### src/rtl/soc_pkg.sv
// Shared types and widths for the board-level SoC: UART state encoding and LED field layout.
package soc_pkg;

    typedef enum logic [2:0] {
        IDLE,
        START,
        DATA,
        STOP,
        BREAK
    } uart_state_e;

    localparam int unsigned LED_W     = 16;
    localparam int unsigned CNT_W     = 5;
    localparam int unsigned PAD_W     = 3;
    localparam int unsigned BYTE_W    = 8;
    localparam int unsigned BIT_IDX_W = 3;

    // Counter width for a modulus n; never below one bit so n==1 still yields a legal vector.
    function automatic int unsigned cnt_width(input int unsigned n);
        return (n > 1) ? $clog2(n) : 1;
    endfunction

endpackage

### src/rtl/uart_rx.sv
// 8N1 UART receiver: centre-samples each bit, reports a good byte or a framing error for one cycle.
module uart_rx
    import soc_pkg::*;
#(
    parameter int unsigned CLKS_PER_BIT = 16
) (
    input  logic              clk,
    input  logic              reset,
    input  logic              rx,
    output logic [BYTE_W-1:0] rx_byte,
    output logic              rx_valid,
    output logic              frame_err
);

    localparam int unsigned       CLK_W     = cnt_width(CLKS_PER_BIT);
    localparam logic [CLK_W-1:0]  BIT_LAST  = CLK_W'(CLKS_PER_BIT - 1);
    localparam logic [CLK_W-1:0]  HALF_LAST = CLK_W'(CLKS_PER_BIT / 2 - 1);
    localparam logic [BIT_IDX_W-1:0] IDX_LAST = BIT_IDX_W'(BYTE_W - 1);

    uart_state_e          state, next_state;
    logic [CLK_W-1:0]     clk_cnt;
    logic [BIT_IDX_W-1:0] bit_idx;
    logic [BYTE_W-1:0]    shift;
    logic                 sample;
    logic                 byte_done;
    logic                 stop_err;

    always_ff @(posedge clk) begin
        if (!reset) state <= IDLE;
        else        state <= next_state;
    end

    // START samples half a bit in, so every later sample lands on a bit centre.
    always_comb begin
        sample = 1'b0;
        case (state)
            START:      sample = (clk_cnt == HALF_LAST);
            DATA, STOP: sample = (clk_cnt == BIT_LAST);
            default:    sample = 1'b0;
        endcase
    end

    always_comb begin
        next_state = state;
        unique case (state)
            IDLE:    if (!rx) next_state = START;
            START:   if (sample) next_state = rx ? IDLE : DATA;
            DATA:    if (sample && (bit_idx == IDX_LAST)) next_state = STOP;
            STOP:    if (sample) next_state = rx ? IDLE : BREAK;
            BREAK:   if (rx) next_state = IDLE;
            default: next_state = IDLE;
        endcase
    end

    always_comb begin
        byte_done = (state == STOP) && sample && rx;
        stop_err  = (state == STOP) && sample && !rx;
    end

    always_ff @(posedge clk) begin
        if (!reset) begin
            clk_cnt   <= '0;
            bit_idx   <= '0;
            shift     <= '0;
            rx_byte   <= '0;
            rx_valid  <= 1'b0;
            frame_err <= 1'b0;
        end else begin
            rx_valid  <= byte_done;
            frame_err <= stop_err;
            if (byte_done) rx_byte <= shift;

            if ((state != next_state) || sample || (state == IDLE) || (state == BREAK))
                clk_cnt <= '0;
            else
                clk_cnt <= clk_cnt + CLK_W'(1);

            if (state == IDLE) begin
                bit_idx <= '0;
            end else if ((state == DATA) && sample) begin
                shift   <= {rx, shift[BYTE_W-1:1]};
                bit_idx <= bit_idx + BIT_IDX_W'(1);
            end
        end
    end

endmodule

### src/rtl/soc.sv
// Board top: LED activity counter, UART receiver with switch-gated echo transmitter.
module soc
    import soc_pkg::*;
#(
    parameter int unsigned CNT_DIV      = 1,
    parameter int unsigned CLKS_PER_BIT = 16
) (
    input  logic             CLK,
    input  logic             RESET,
    input  logic [LED_W-1:0] sw,
    output logic [LED_W-1:0] led,
    input  logic             rx,
    output logic             tx
);

    localparam int unsigned          PRE_W    = cnt_width(CNT_DIV);
    localparam logic [PRE_W-1:0]     PRE_LAST = PRE_W'(CNT_DIV - 1);
    localparam int unsigned          CLK_W    = cnt_width(CLKS_PER_BIT);
    localparam logic [CLK_W-1:0]     BIT_LAST = CLK_W'(CLKS_PER_BIT - 1);
    localparam logic [BIT_IDX_W-1:0] IDX_LAST = BIT_IDX_W'(BYTE_W - 1);

    logic [1:0] rx_sync;
    logic [1:0] sw_sync;
    logic       rx_s;
    logic       echo_en;

    always_ff @(posedge CLK) begin
        if (!RESET) begin
            rx_sync <= '1;
            sw_sync <= '0;
        end else begin
            rx_sync <= {rx_sync[0], rx};
            sw_sync <= {sw_sync[0], sw[0]};
        end
    end

    assign rx_s    = rx_sync[1];
    assign echo_en = sw_sync[1];

    logic [BYTE_W-1:0] rx_byte;
    logic              rx_valid;
    logic              frame_err;

    uart_rx #(
        .CLKS_PER_BIT(CLKS_PER_BIT)
    ) u_rx (
        .clk      (CLK),
        .reset    (RESET),
        .rx       (rx_s),
        .rx_byte  (rx_byte),
        .rx_valid (rx_valid),
        .frame_err(frame_err)
    );

    logic unused_inputs;
    assign unused_inputs = ^{sw[LED_W-1:1], frame_err};

    logic [PRE_W-1:0] prescale;
    logic [CNT_W-1:0] cnt, cnt_next;
    logic             pre_wrap;

    always_comb begin
        pre_wrap = (prescale == PRE_LAST);
        cnt_next = pre_wrap ? cnt + CNT_W'(1) : cnt;
    end

    // led is built from next-state values so led[4:0] tracks cnt with no extra lag.
    always_ff @(posedge CLK) begin
        if (!RESET) begin
            prescale <= '0;
            cnt      <= '0;
            led      <= '0;
        end else begin
            prescale <= pre_wrap ? '0 : prescale + PRE_W'(1);
            cnt      <= cnt_next;
            led      <= {rx_byte, {PAD_W{1'b0}}, cnt_next};
        end
    end

    uart_state_e          tx_state, tx_next;
    logic [CLK_W-1:0]     tx_clk_cnt;
    logic [BIT_IDX_W-1:0] tx_bit_idx;
    logic [BYTE_W-1:0]    tx_shift;
    logic                 tx_load;
    logic                 tx_bit_end;
    logic                 tx_d;

    always_ff @(posedge CLK) begin
        if (!RESET) tx_state <= IDLE;
        else        tx_state <= tx_next;
    end

    // A byte arriving while TX is still in STOP (or with echo off) is dropped, not queued.
    always_comb begin
        tx_load    = rx_valid && echo_en && (tx_state == IDLE);
        tx_bit_end = (tx_clk_cnt == BIT_LAST);
        tx_next    = tx_state;
        unique case (tx_state)
            IDLE:    if (tx_load) tx_next = START;
            START:   if (tx_bit_end) tx_next = DATA;
            DATA:    if (tx_bit_end && (tx_bit_idx == IDX_LAST)) tx_next = STOP;
            STOP:    if (tx_bit_end) tx_next = IDLE;
            default: tx_next = IDLE;
        endcase
    end

    always_comb begin
        tx_d = 1'b1;
        case (tx_state)
            START:   tx_d = 1'b0;
            DATA:    tx_d = tx_shift[0];
            default: tx_d = 1'b1;
        endcase
    end

    always_ff @(posedge CLK) begin
        if (!RESET) begin
            tx_clk_cnt <= '0;
            tx_bit_idx <= '0;
            tx_shift   <= '0;
            tx         <= 1'b1;
        end else begin
            tx <= tx_d;
            if (tx_load) tx_shift <= rx_byte;

            if ((tx_state == IDLE) || tx_bit_end)
                tx_clk_cnt <= '0;
            else
                tx_clk_cnt <= tx_clk_cnt + CLK_W'(1);

            if (tx_state == IDLE) begin
                tx_bit_idx <= '0;
            end else if ((tx_state == DATA) && tx_bit_end) begin
                tx_shift   <= {1'b0, tx_shift[BYTE_W-1:1]};
                tx_bit_idx <= tx_bit_idx + BIT_IDX_W'(1);
            end
        end
    end

endmodule

### config.mk
export PLATFORM = sky130hd
export DESIGN_NAME = soc
export DESIGN_NICKNAME = d
export VERILOG_FILES = /design/src/rtl/soc_pkg.sv /design/src/rtl/uart_rx.sv /design/src/rtl/soc.sv
export SDC_FILE = /design/constraint.sdc
export NUM_CORES = 1
export LEC_CHECK = 0
export BUFFER_PORTS_ARGS = -buffer_cell sky130_fd_sc_hd__buf_2
export CELL_PAD_IN_SITES_DETAIL_PLACEMENT = 1
export CELL_PAD_IN_SITES_GLOBAL_PLACEMENT = 1
export CORE_MARGIN = 4
export CORE_UTILIZATION = 39
export DETAILED_ROUTE_END_ITERATION = 7
export GPL_TIMING_DRIVEN = 0
export PLACE_DENSITY = 0.84
export SLEW_MARGIN = 0
export SYNTH_ARGS = -nofsm -noshare
export SYNTH_HDL_FRONTEND = slang
export SYNTH_SLANG_ARGS = --single-unit
export TNS_END_PERCENT = 1
### constraint.sdc
create_clock -name CLK -period 2.05 [get_ports CLK]
set_clock_uncertainty 0.2 [all_clocks]
set_input_delay 0.3075 -clock CLK [delete_from_list [all_inputs] [get_ports CLK]]
set_output_delay 0.3075 -clock CLK [all_outputs]
set_load 0.02 [all_outputs]
# [Yosys cells after proc, flatten, opt, wreduce, memory -nomap -nowiden]
# Index checks and enable logic that the tools add are counted.
[classes] addsub=6 mul=0 div=0 n_lt_le_gt_ge=0 eq_ne=17 shift=0 muxes=19 n_bitwise=2 reduce_logical=22
[op_table] cell="$mux W3" n=10
[op_table] cell="$mux W8" n=3
[op_table] cell="$pmux W3 S5" n=1
[op_table] cell="$eq A3 B2 Y1 const B" n=4
[op_table] cell="$pmux W3 S4" n=1
[op_table] cell="$reduce_or A2 Y1" n=5
[op_table] cell="$eq A3 B3 Y1 const B" n=3
[op_table] cell="$add A4 B1 Y4 const B" n=2
[op_table] cell="$eq A4 B4 Y1 const B" n=2
[op_table] cell="$logic_and A1 B1 Y1" n=8
[op_table] cell="$ne A2 B2 Y1 const B" n=4
[op_table] cell="$add A3 B1 Y3 const B" n=2
[op_table] cell="$eq A3 B1 Y1 const B" n=2
[op_table] cell="$logic_not A3 Y1" n=2
[op_table] cell="$add A5 B1 Y5 const B" n=1
[op_table] cell="$mux W5" n=1
[op_table] cell="$eq A4 B3 Y1 const B" n=1
[op_table] cell="$logic_or A1 B1 Y1" n=4
[op_table] cell="$pmux W1 S2" n=2
[op_table] cell="$reduce_and A2 Y1" n=2
[op_table] cell="$reduce_and A4 Y1" n=1
[op_table] cell="$ne A3 B3 Y1" n=1
[op_table] cell="$mux W2" n=1
[op_table] cell="$not A1 Y1" n=2
[op_table] cell="$add A1 B1 Y1 const B" n=1
[totals] reg_bits=72 latchBits=0 ram_bits=0 mem_bits_ro=0 input_bits=19 out_inout_bits=17 wordCells=83 memories=0

# [Longest topological paths before layout]
[depth] depth_word=11 depth_mapped=6

# [By module]
# From an unflattened synthesis, not the netlist that was laid out.
[unflattened] hier_cells=254 hier_area_um2=2557.5
[by_module_without_submodules] module="soc" instances=1 cells_per_inst=136 area_each_um2=1441.4
[by_module_without_submodules] module="uart_rx" instances=1 cells_per_inst=118 area_each_um2=1116.1

# [Worst setup path before layout]
# No wires, ideal clock.
[synth_timing] path_kind="register to register" start="register tx_state[0]" end="register tx_state[1]" setup_ps=72 arrival_ps=1610 t_required_ps=1778 path_slack_ps=169 path_stages_with_launch=6 n_path_buf=0 synth_period_minus_slack_ps=1881 path_cell_list="dfxtp_1 -> inv_1 -> ha_1 -> or3_1 -> a222oi_1 -> mux2i_1"
[synth_via] elab_chain_len=4 word_cells_on_any_way=11
[synth_rtl] item="from (decl)" line_no="soc.sv:80" text="uart_state_e tx_state, tx_next;"
[synth_rtl] item="from (signal assigned)" line_no="soc.sv:90" text="else tx_state <= tx_next;"
[synth_rtl] item="$logic_not A3 Y1" line_no="soc.sv:95, soc.sv:98"
[synth_rtl] item="$logic_and A1 B1 Y1" line_no="soc.sv:95" text="tx_load = rx_valid && echo_en && (tx_state == IDLE);"
[synth_rtl] item="$ne A2 B2 Y1 (no line)"
[synth_rtl] item="$reduce_and A4 Y1 (no line)"
# Several ways; a longest one is shown, not always the timed one.
# A chain may end at the register's enable or synchronous reset.

# [Final worst setup path]
# Same ends and word-level chain as after synthesis.

==> metrics.txt <==
crit path kind=reg2reg; worst path arrival time=2.04 ns; DPL Wire Length=3.78 mm; CTS Sinks=63; ys async rst share=0%; Worst setup EP type=flip-flop; top_reg_cell synth=dfxtp_1; clk root buf=clkbuf_8; initial antenna violation count=0; die height=88.2 um; main area contributors after synthesis=dfxtp_1 (50%), mux2i_1 (7.6%), ha_1 (5.5%), a21oi_1 (4.4%), nand2_1 (3.0%); Row Count=28; Area Overhead vs Synth=16.9%; Initial Util=about two fifths; Mapped Cells=262; htree depth=3; global-route wire length before repair=9.32 mm; remaining global-route overflow=0; Final nets=approximately 330; CP max FO=5; post-synthesis xor/xnor area fraction=between 2 and 3%; final WL=5.30 mm; peak supply drop=0.592 mV; Num CTS Buffers=9; Detail Route Antenna Nets=0; largest net degree at the start of global routing=12; adder-cell share of the synthesized area=under 10%; placed cells=around 360; Reg2Reg Depth=6; number of synthesized flops with an enable pin=0; Seq/Total Area, Yosys=50.3%; Clock Path Buffers=2; CTS tree=done; clock transition at the registers of the reported paths=0.07 ns; Max transition margin=61.6%; fmax=509 MHz; Final Hold Fails=0; post-synthesis mux area share=between 8 and 9%; Worst-Skew Late Latency=approximately 0.34 ns; I/O pin count=36; Finish-stage setup viols=0; final setup TNS=0 ns; Avg Inst Size Synth=9.58 sq um; Tot GR Track Use=15.7%; hold path depth=2; Die X=88.2 um; Slew Limit Fails=0; Post-Synth Simple-Gate Area=15.0%; Die Area=7780 sq um; PD cells=813 nW/um^2; Vias/cell=between 5 and 6; GPL Wtd Cong=0.704; Core ar.=slightly above 6000 sq um; Worst-Margin Slew=0.577 ns; Setup crit start kind=flip-flop; cell accounting for the most synthesized area=dfxtp_1; Post-Syn Area=2510 sq um; WL/cell=14.1 um; Leak Pwr=around 1.3 nW; final core occ=roughly half; largest family of logic cells by synthesized area=simple AND/OR/NAND/NOR gates; Worst Path Required=2.12 ns; Ant. Diodes=0; Vias=slightly below 2k; Tmin final=1.97 ns; worst hold path type=in2reg; Yosys cell types=41; Tcrit/Tclk final=95.9%; Max Cap Viol=0; first drt pass iteration count=4; Final Non-Filler Cells=375; Detailed Route Iter0 Violations=69; status=finished clean; Synth top area share=50.3%; vias in the first global route=2,036; unrepaired setup endpoints after global routing=yes; DRC viols=0; layout cell share with drive strength beyond 1=16.3%; complex-gate fraction of the synthesized area=12.8%; Port Buf Inserts=16; register bit count reported by yosys=between 60 and 70; YS warnings=0
[worst max-delay path, stage by stage (launching register included)]
cell and delay (ns):
dfxtp_4 0.37, inv_1 0.06, ha_2 0.21, or3_4 0.38, a222oi_1 0.33, buf_4 0.19
mux2i_1 0.16
[through the flow]
stage                     hold WS [ns]  power, mW  setup WS (ns)  instance area (sq um)
final                           0.0422       2.38         0.0839                   2930
after global placement           0.200       1.34         0.0383                   2690
after floorplan                  0.186       1.32          0.169                   2520
after detailed placement         0.203       1.35        -0.0723                   2690
after global routing            0.0480       2.50        -0.0198                   2930
after CTS                       0.0289       2.43         0.0543                   2920
[logic make-up (layout without fill, tap and decap cells)]
logic type	count (synthesis)	after routing
and+or+nand+nor	74	74
DFF	63	63
AOI/OAI and AO/OA	53	53
buffers and inverters	32	67
muxes	20	20
adders and majority gates	11	11
xor gates and xnor gates	8	8
other	1	4
[flip-flops by register name, summed over array words and instances (netlist names)]
name           cells
u_rx.rx_byte       8
u_rx.rx_valid      1
tx_clk_cnt         4
u_rx.bit_idx       3
sw_sync            2
u_rx.shift         8
tx_shift           8
tx                 1
u_rx.state         3
u_rx.clk_cnt       4
prescale           1
tx_state           2
tx_bit_idx         3
led               13
rx_sync            2
[layout make-up]
| type | count | area, sq um |
|---|---|---|
| Buffer | 18 | 87.6 |
| Clock buffer | 10 | 138 |
| Clock inverter | 6 | 60.1 |
| Fill cell | 744 | 3160 |
| Inverter | 14 | 52.6 |
| Multi-Input combinational cell | 170 | 1130 |
| Sequential cell | 63 | 1260 |
| Tap cell | 75 | 93.8 |
| Timing Repair Buffer | 19 | 108 |
[path summary, 6_finish.rpt]
path	from	slack, ns	end
max	tx_state[0]	0.08	tx_state[1]
min reg2reg	rx_sync[0]	0.21	rx_sync[1]
max reg2reg	tx_state[0]	0.08	tx_state[1]
min	RESET	0.04	rx_sync[1]
[repair_timing]
item	4_1_cts	5_1_grt
hold endpoints to repair	2	0
endpoints found under the setup margin	2	3
setup buffers	1	0
gates resized for setup	1	4
pin swaps	1	1
hold buffers	2	0
[layout by cell type (no fill, tap or decap), types with 2 or more instances in the layout]
cell type,instances
buf_4,4
nand2_1,20
a21oi_1,22
clkinvlp_4,2
or3_1,2
nand4b_1,3
nand3_1,12
conb_1,4
dlygate4sd3_1,2
or2_2,2
o21ai_0,14
buf_2,20
ha_1,10
o31ai_1,7
nand4_1,2
nor2b_1,2
clkbuf_8,10
xor2_1,5
clkinv_2,3
clkbuf_1,10
nor3b_1,2
and2_1,2
xnor2_1,3
mux2i_1,19
inv_1,13
nand2b_1,4
dfxtp_1,62
nor2_1,14
and3_1,3
nor3_1,2
[metal layers]
metal | wire length (um) | global-route usage [%] | part of all wire, %
met1 | 2300 | 16.8 | 43
met2 | 2760 | 27.7 | 52
met3 | 160 | 6.59 | 3.0
met4 | 75 | 5.22 | 1.4
met5 | 0 | 0 | 0
[power by group]
| group | internal [mW] | switching, mW |
|---|---|---|
| logic | 0.0273 | 0.0481 |
| registers | 1.23 | 0.0103 |
| clock network | 0.587 | 0.477 |
[cell usage after synthesis (4+ instances only)]
cell	count
ha_1	11
nand3_1	12
clkbuf_1	10
o21ai_0	14
nor2_1	14
mux2i_1	19
dfxtp_1	63
inv_1	13
xor2_1	5
o31ai_1	7
nand2b_1	4
nand2_1	20
buf_2	5
a21oi_1	22
Note: power is estimated with default switching activity, not from simulation.
